### src/rtl/mshr_entry_pool_pkg.sv
// Shared types for the MSHR free-entry pool: entry index, free count and pool FSM state.
// Pure declarations; no timing or flow control of its own.
package mshr_pkg;
  localparam int ENTRY_NUM_DEF      = 32;
  localparam int ENTRY_ID_WIDTH_DEF = $clog2(ENTRY_NUM_DEF);

  typedef logic [ENTRY_ID_WIDTH_DEF-1:0] entry_id_t;
  typedef logic [ENTRY_ID_WIDTH_DEF:0]   free_cnt_t;

  typedef enum logic [1:0] {
    IDLE  = 2'd0,
    DRAIN = 2'd1,
    DONE  = 2'd2
  } pool_state_e;
endpackage

### src/rtl/cmn_bin2oh.sv
// Binary index to one-hot vector, gated by a valid; purely combinational, no flow control.
module cmn_bin2oh #(
  parameter int N = 32,
  parameter int W = $clog2(N)
) (
  input  logic         i_vld,
  input  logic [W-1:0] i_idx,
  output logic [N-1:0] o_oh
);
  always_comb begin
    o_oh = '0;
    if (i_vld) o_oh[i_idx] = 1'b1;
  end
endmodule

### src/rtl/mshr_entry_pool.sv
// MSHR free-entry pool: offers free entries to the pre-allocator, takes them back on two release ports.
// All outputs registered (1-cycle update latency); no backpressure, illegal grabs/releases only flag errors.
module mshr_entry_pool
  import mshr_pkg::*;
#(
  parameter int ENTRY_NUM      = ENTRY_NUM_DEF,
  parameter int ENTRY_ID_WIDTH = $clog2(ENTRY_NUM),
  parameter int LOW_THRESH     = 4
) (
  input  logic                      clk,
  input  logic                      rst,
  output logic [ENTRY_NUM-1:0]      v_free_vld,
  input  logic [ENTRY_NUM-1:0]      v_alloc_oh,
  input  logic                      rel_vld_0,
  input  logic [ENTRY_ID_WIDTH-1:0] rel_idx_0,
  input  logic                      rel_vld_1,
  input  logic [ENTRY_ID_WIDTH-1:0] rel_idx_1,
  input  logic                      flush_req,
  output logic                      flush_ack,
  output logic [ENTRY_ID_WIDTH:0]   free_cnt,
  output logic                      pool_low,
  input  logic                      err_clr,
  output logic                      err_dbl_rel,
  output logic                      err_bad_alloc
);
  localparam int CW = ENTRY_ID_WIDTH + 1;
  localparam logic [CW-1:0] LP_LOW  = CW'(LOW_THRESH);
  localparam logic [CW-1:0] LP_FULL = CW'(ENTRY_NUM);

  pool_state_e          r_state;
  logic [ENTRY_NUM-1:0] r_free;
  logic [CW-1:0]        r_free_cnt;
  logic                 r_pool_low;
  logic                 r_flush_ack;
  logic                 r_err_dbl;
  logic                 r_err_bad;

  logic [ENTRY_NUM-1:0] w_offer;
  logic [ENTRY_NUM-1:0] w_rel_oh_0;
  logic [ENTRY_NUM-1:0] w_rel_oh_1;
  logic [ENTRY_NUM-1:0] w_legal_alloc;
  logic [ENTRY_NUM-1:0] w_free_d;
  logic [CW-1:0]        w_cnt_d;
  logic                 w_bad_alloc;
  logic                 w_dbl_rel;

  cmn_bin2oh #(.N(ENTRY_NUM), .W(ENTRY_ID_WIDTH)) u_rel_oh_0 (
    .i_vld (rel_vld_0),
    .i_idx (rel_idx_0),
    .o_oh  (w_rel_oh_0)
  );

  cmn_bin2oh #(.N(ENTRY_NUM), .W(ENTRY_ID_WIDTH)) u_rel_oh_1 (
    .i_vld (rel_vld_1),
    .i_idx (rel_idx_1),
    .o_oh  (w_rel_oh_1)
  );

  // Offer comes from flops only so the pre-allocator sees no input-to-output path.
  assign w_offer       = (r_state == IDLE) ? r_free : '0;
  assign w_legal_alloc = v_alloc_oh & w_offer;
  assign w_bad_alloc   = |(v_alloc_oh & ~w_offer);
  assign w_dbl_rel     = (|(w_rel_oh_0 & r_free)) | (|(w_rel_oh_1 & r_free)) |
                         (rel_vld_0 && rel_vld_1 && (rel_idx_0 == rel_idx_1));
  assign w_free_d      = (r_free & ~w_legal_alloc) | w_rel_oh_0 | w_rel_oh_1;

  always_comb begin
    w_cnt_d = '0;
    for (int i = 0; i < ENTRY_NUM; i++) w_cnt_d = w_cnt_d + CW'(w_free_d[i]);
  end

  always_ff @(posedge clk) begin
    if (rst) begin
      r_free     <= '1;
      r_free_cnt <= LP_FULL;
      r_pool_low <= (ENTRY_NUM <= LOW_THRESH);
      r_err_dbl  <= 1'b0;
      r_err_bad  <= 1'b0;
    end else begin
      r_free     <= w_free_d;
      r_free_cnt <= w_cnt_d;
      r_pool_low <= (w_cnt_d <= LP_LOW);
      r_err_dbl  <= w_dbl_rel | (r_err_dbl & ~err_clr);
      r_err_bad  <= w_bad_alloc | (r_err_bad & ~err_clr);
    end
  end

  // Abort takes priority over completion when flush_req drops in DRAIN.
  always_ff @(posedge clk) begin
    if (rst) begin
      r_state     <= IDLE;
      r_flush_ack <= 1'b0;
    end else begin
      case (r_state)
        IDLE: if (flush_req) r_state <= DRAIN;
        DRAIN: begin
          if (!flush_req) begin
            r_state <= IDLE;
          end else if (&w_free_d) begin
            r_state     <= DONE;
            r_flush_ack <= 1'b1;
          end
        end
        DONE: begin
          if (!flush_req) begin
            r_state     <= IDLE;
            r_flush_ack <= 1'b0;
          end
        end
        default: begin
          r_state     <= IDLE;
          r_flush_ack <= 1'b0;
        end
      endcase
    end
  end

  assign v_free_vld    = w_offer;
  assign free_cnt      = r_free_cnt;
  assign pool_low      = r_pool_low;
  assign flush_ack     = r_flush_ack;
  assign err_dbl_rel   = r_err_dbl;
  assign err_bad_alloc = r_err_bad;
endmodule
### config.mk
export PLATFORM = sky130hd
export DESIGN_NAME = mshr_entry_pool
export DESIGN_NICKNAME = d
export VERILOG_FILES = /design/src/rtl/mshr_entry_pool_pkg.sv /design/src/rtl/cmn_bin2oh.sv /design/src/rtl/mshr_entry_pool.sv
export SDC_FILE = /design/constraint.sdc
export NUM_CORES = 1
export LEC_CHECK = 0
export CORE_ASPECT_RATIO = 0.9
export CORE_MARGIN = 2
export CORE_UTILIZATION = 51
export DETAILED_ROUTE_END_ITERATION = 10
export PLACE_DENSITY = 0.89
export SLEW_MARGIN = 30
export SYNTH_ARGS = -nofsm -noshare
export SYNTH_HDL_FRONTEND = slang
export SYNTH_HIERARCHICAL = 1
export SYNTH_SLANG_ARGS = --single-unit
### constraint.sdc
create_clock -name clk -period 18.1 [get_ports clk]
set_input_delay 5.43 -clock clk [delete_from_list [all_inputs] [get_ports clk]]
set_output_delay 5.43 -clock clk [all_outputs]
set_load 0.05 [all_outputs]
==> out/qor.yml <==
outcome: "completed"
max_freq_mhz: 85.4
drc: 0
drt_pre_antenna_iters: 6
syn_to_final_growth_pct: 26.2
rr_endpoint: "pool_low$_SDFF_PP0_"
postLayoutCellArea_um2: 5090
htreeDepth: 2
timing.slew.headroom: 0.505
synthAdderAreaFrac: 0.144
grt_max_degree: 45
path_delay_family: "adder cells"
period_needed_ps: 11710
drive_gt1_frac: 0.0744
hold_viol: 0
most-common-layout-cells: "89 x clkdlybuf4s50_1, 76 x inv_1, 70 x nor2_1"
cts_setup_buffers: 0
vias: 4251
syn_nets: 575
grt_use_total: 0.357
critical_path.endpoint_type: "flop"
rsz0062_at_grt: "no"
cp-start-kind: "primary input"
synth-edff-count: 0
clock-sinks: 44
tightest_slew_ps: 739
final_common_cell: "clkdlybuf4s50_1"
holdPathStages: 2
grt_pass1_wl_um: 23300
worstHoldPathType: "reg -> reg"
die_y_um: 88.4
cts_tree: "yes"
synth_top_family_by_area: "simple AND/OR/NAND/NOR gates"
power_density_nw_per_um2: 162
wl_um: 15000
fin_nets: 657
ys_warn_count: 6
antenna_left: 0
period_share: 0.647
synthDistinctLibCells: 51
synth-simple-area-share: 0.333
post_cts_resized: 0
maxCapViolCount: 0
finalSetupViolCount: 0
slowest_stage: "or4b_1"
diodes: 0
path_cells: "clkdlybuf4s50_1 -> or4b_1 -> nor2_1 -> a211oi_2 -> fa_1 -> inv_1 -> fa_1 -> fa_1 -> inv_1 -> fa_1 -> inv_1 -> fa_1 -> inv_1 -> fa_1 -> inv_1 -> ha_1 -> fa_1 -> a21o_1 -> a21oi_1 -> xnor2_1 -> nor4_1"
cp.required_ps: 18310
ff_latch_area_um2: 881
async_reset_ff_frac: 0
n_fill_cell: 673
gp_congestion: 1.11
synthMuxAreaShare: 0.00372
overflow: 0
vias_per_cell: 6.31
clk_path_buf_depth: 2
dpl_cell_area_um2: 4970
portBuffers: 89
reg2reg_slack_ps: 11610
p_total_uw: 824
synth_compound_area_frac: 0.185
fp-row-count: 30
synth-xor-area-share: 0.0174
utilization: 0.668
yosys_most_used_dff: "dfxtp_1"
routedWlPerCell_um: 22.3
drv_slew: 0
multi_input_comb_area_um2: 2760
r2r_start: "r_state[0]$_SDFFE_PP0P_"
core_area_um2: 7620
root_buffer: "clkbuf_8"
synth_seq_cells: 44
place_hpwl_um: 12200
timing.critical_path.mode_cell: "fa_1"
slowest_delay_ps: 690
yosysSeqAreaShare: 0.218
hold_buffers: 0
cts_buffers: 5
clk_pin_slew_worst_paths_ps: 90
finalSetupTns_ps: 0
die_w_um: 97.7
r2r_cells: 20
hp-start: "r_free[20]$_SDFF_PP1_"
critical_path_class: "in -> reg"
worstSkewPairLatency_ps: 310
start_util: 0.529
grt_pass1_vias: 4150
cp_num_buf_inv: 6
fp.dieArea_um2: 8640
synth_area_um2: 4030
cp_max_fo: 9
antenna_found_initial: 0
leakage_uw: 0.00224
clock_skew_ps: 5.30
drt-initial-drc-count: 403
syn_inst: 495
min_delay_worst_endpoint: "r_free[20]$_SDFF_PP1_"
peakVddDrop_mv: 0.544
avgSynthCellArea_um2: 8.15
io_pins: 90
critPathArrivalTime_ps: 11920
[final cells by class]
cell class	count	area share
clock inverter	2	0.00762
clock buffer	6	0.0162
sequential	44	0.173
inverter	76	0.0560
timing repair buffer	94	0.182
tap	96	0.0236
multi-input combinational	356	0.541
[report_power, final]
| part | internal [µW] | leakage (µW) | total, µW | switching, µW |
|---|---|---|---|---|
| sequential | 115 | 0.000367 | 124 | 9.81 |
| clock | 45.2 | 0.0000614 | 82.9 | 37.7 |
| combinational | 272 | 0.00181 | 617 | 344 |
| total | 432 | 0.00224 | 824 | 392 |
[cell families (layout without fill, tap and decap cells)]
group	Yosys count	after routing
multiplexers	1	1
XOR/XNOR	8	8
flip-flops	44	44
buffers and inverters	95	178
adder cells (fa/ha/maj)	32	32
AO/OA/AOI/OAI	91	91
AND/OR/NAND/NOR	224	224
[per-stage QoR]
stage               worst slack, ps  hold slack [ps]  cells
floorplan                      7260              495    495
global placement               6240              560    666
detailed placement             6180              571    666
CTS                            6470              592    674
global route                   6160              639    674
finish                         6390              594    674
[worst max path at each step]
stage	from	end	depth (start not counted)
final	rel_idx_0[3]	pool_low$_SDFF_PP0_	21
after detailed placement	rel_idx_0[3]	pool_low$_SDFF_PP0_	21
after global placement	rel_idx_0[3]	pool_low$_SDFF_PP0_	21
after floorplan	rel_idx_1[2]	pool_low$_SDFF_PP0_	20
after CTS	rel_idx_0[3]	pool_low$_SDFF_PP0_	21
after global routing	rel_idx_0[3]	pool_low$_SDFF_PP0_	21
[metal layers]
layer / up-vias / part of all wire / track usage
met4: 0 / 0.040 / 0.135
met3: 52 / 0.12 / 0.111
met2: 289 / 0.45 / 0.583
met1: 2036 / 0.39 / 0.450
met5: - / 0 / 0
li1: 1874 / - / -
[cells in the mapped netlist (9+ instances only)]
master,count,area share
dfxtp_1,44,0.22
fa_1,24,0.12
a211oi_1,14,0.026
or3b_1,28,0.061
clkbuf_1,11,0.010
nand2_1,25,0.023
and2_1,12,0.019
nand2b_1,28,0.043
inv_1,76,0.071
nor2_1,70,0.065
or2_2,9,0.014
o21ai_0,13,0.016
a221oi_1,14,0.030
a211oi_2,11,0.034
[worst min-delay path, cell delays in order (launching register included)]
cell and delay [ps]:
dfxtp_1 350, a211oi_1 140, nand2b_1 80
[state kept, by name, summed over array words and instances, names as in the netlist]
name and count:
r_free 32, free_cnt 6, r_state 2, err_bad_alloc 1, err_dbl_rel 1, flush_ack 1
pool_low 1
No activity file was read; power rests on OpenSTA's default activity.
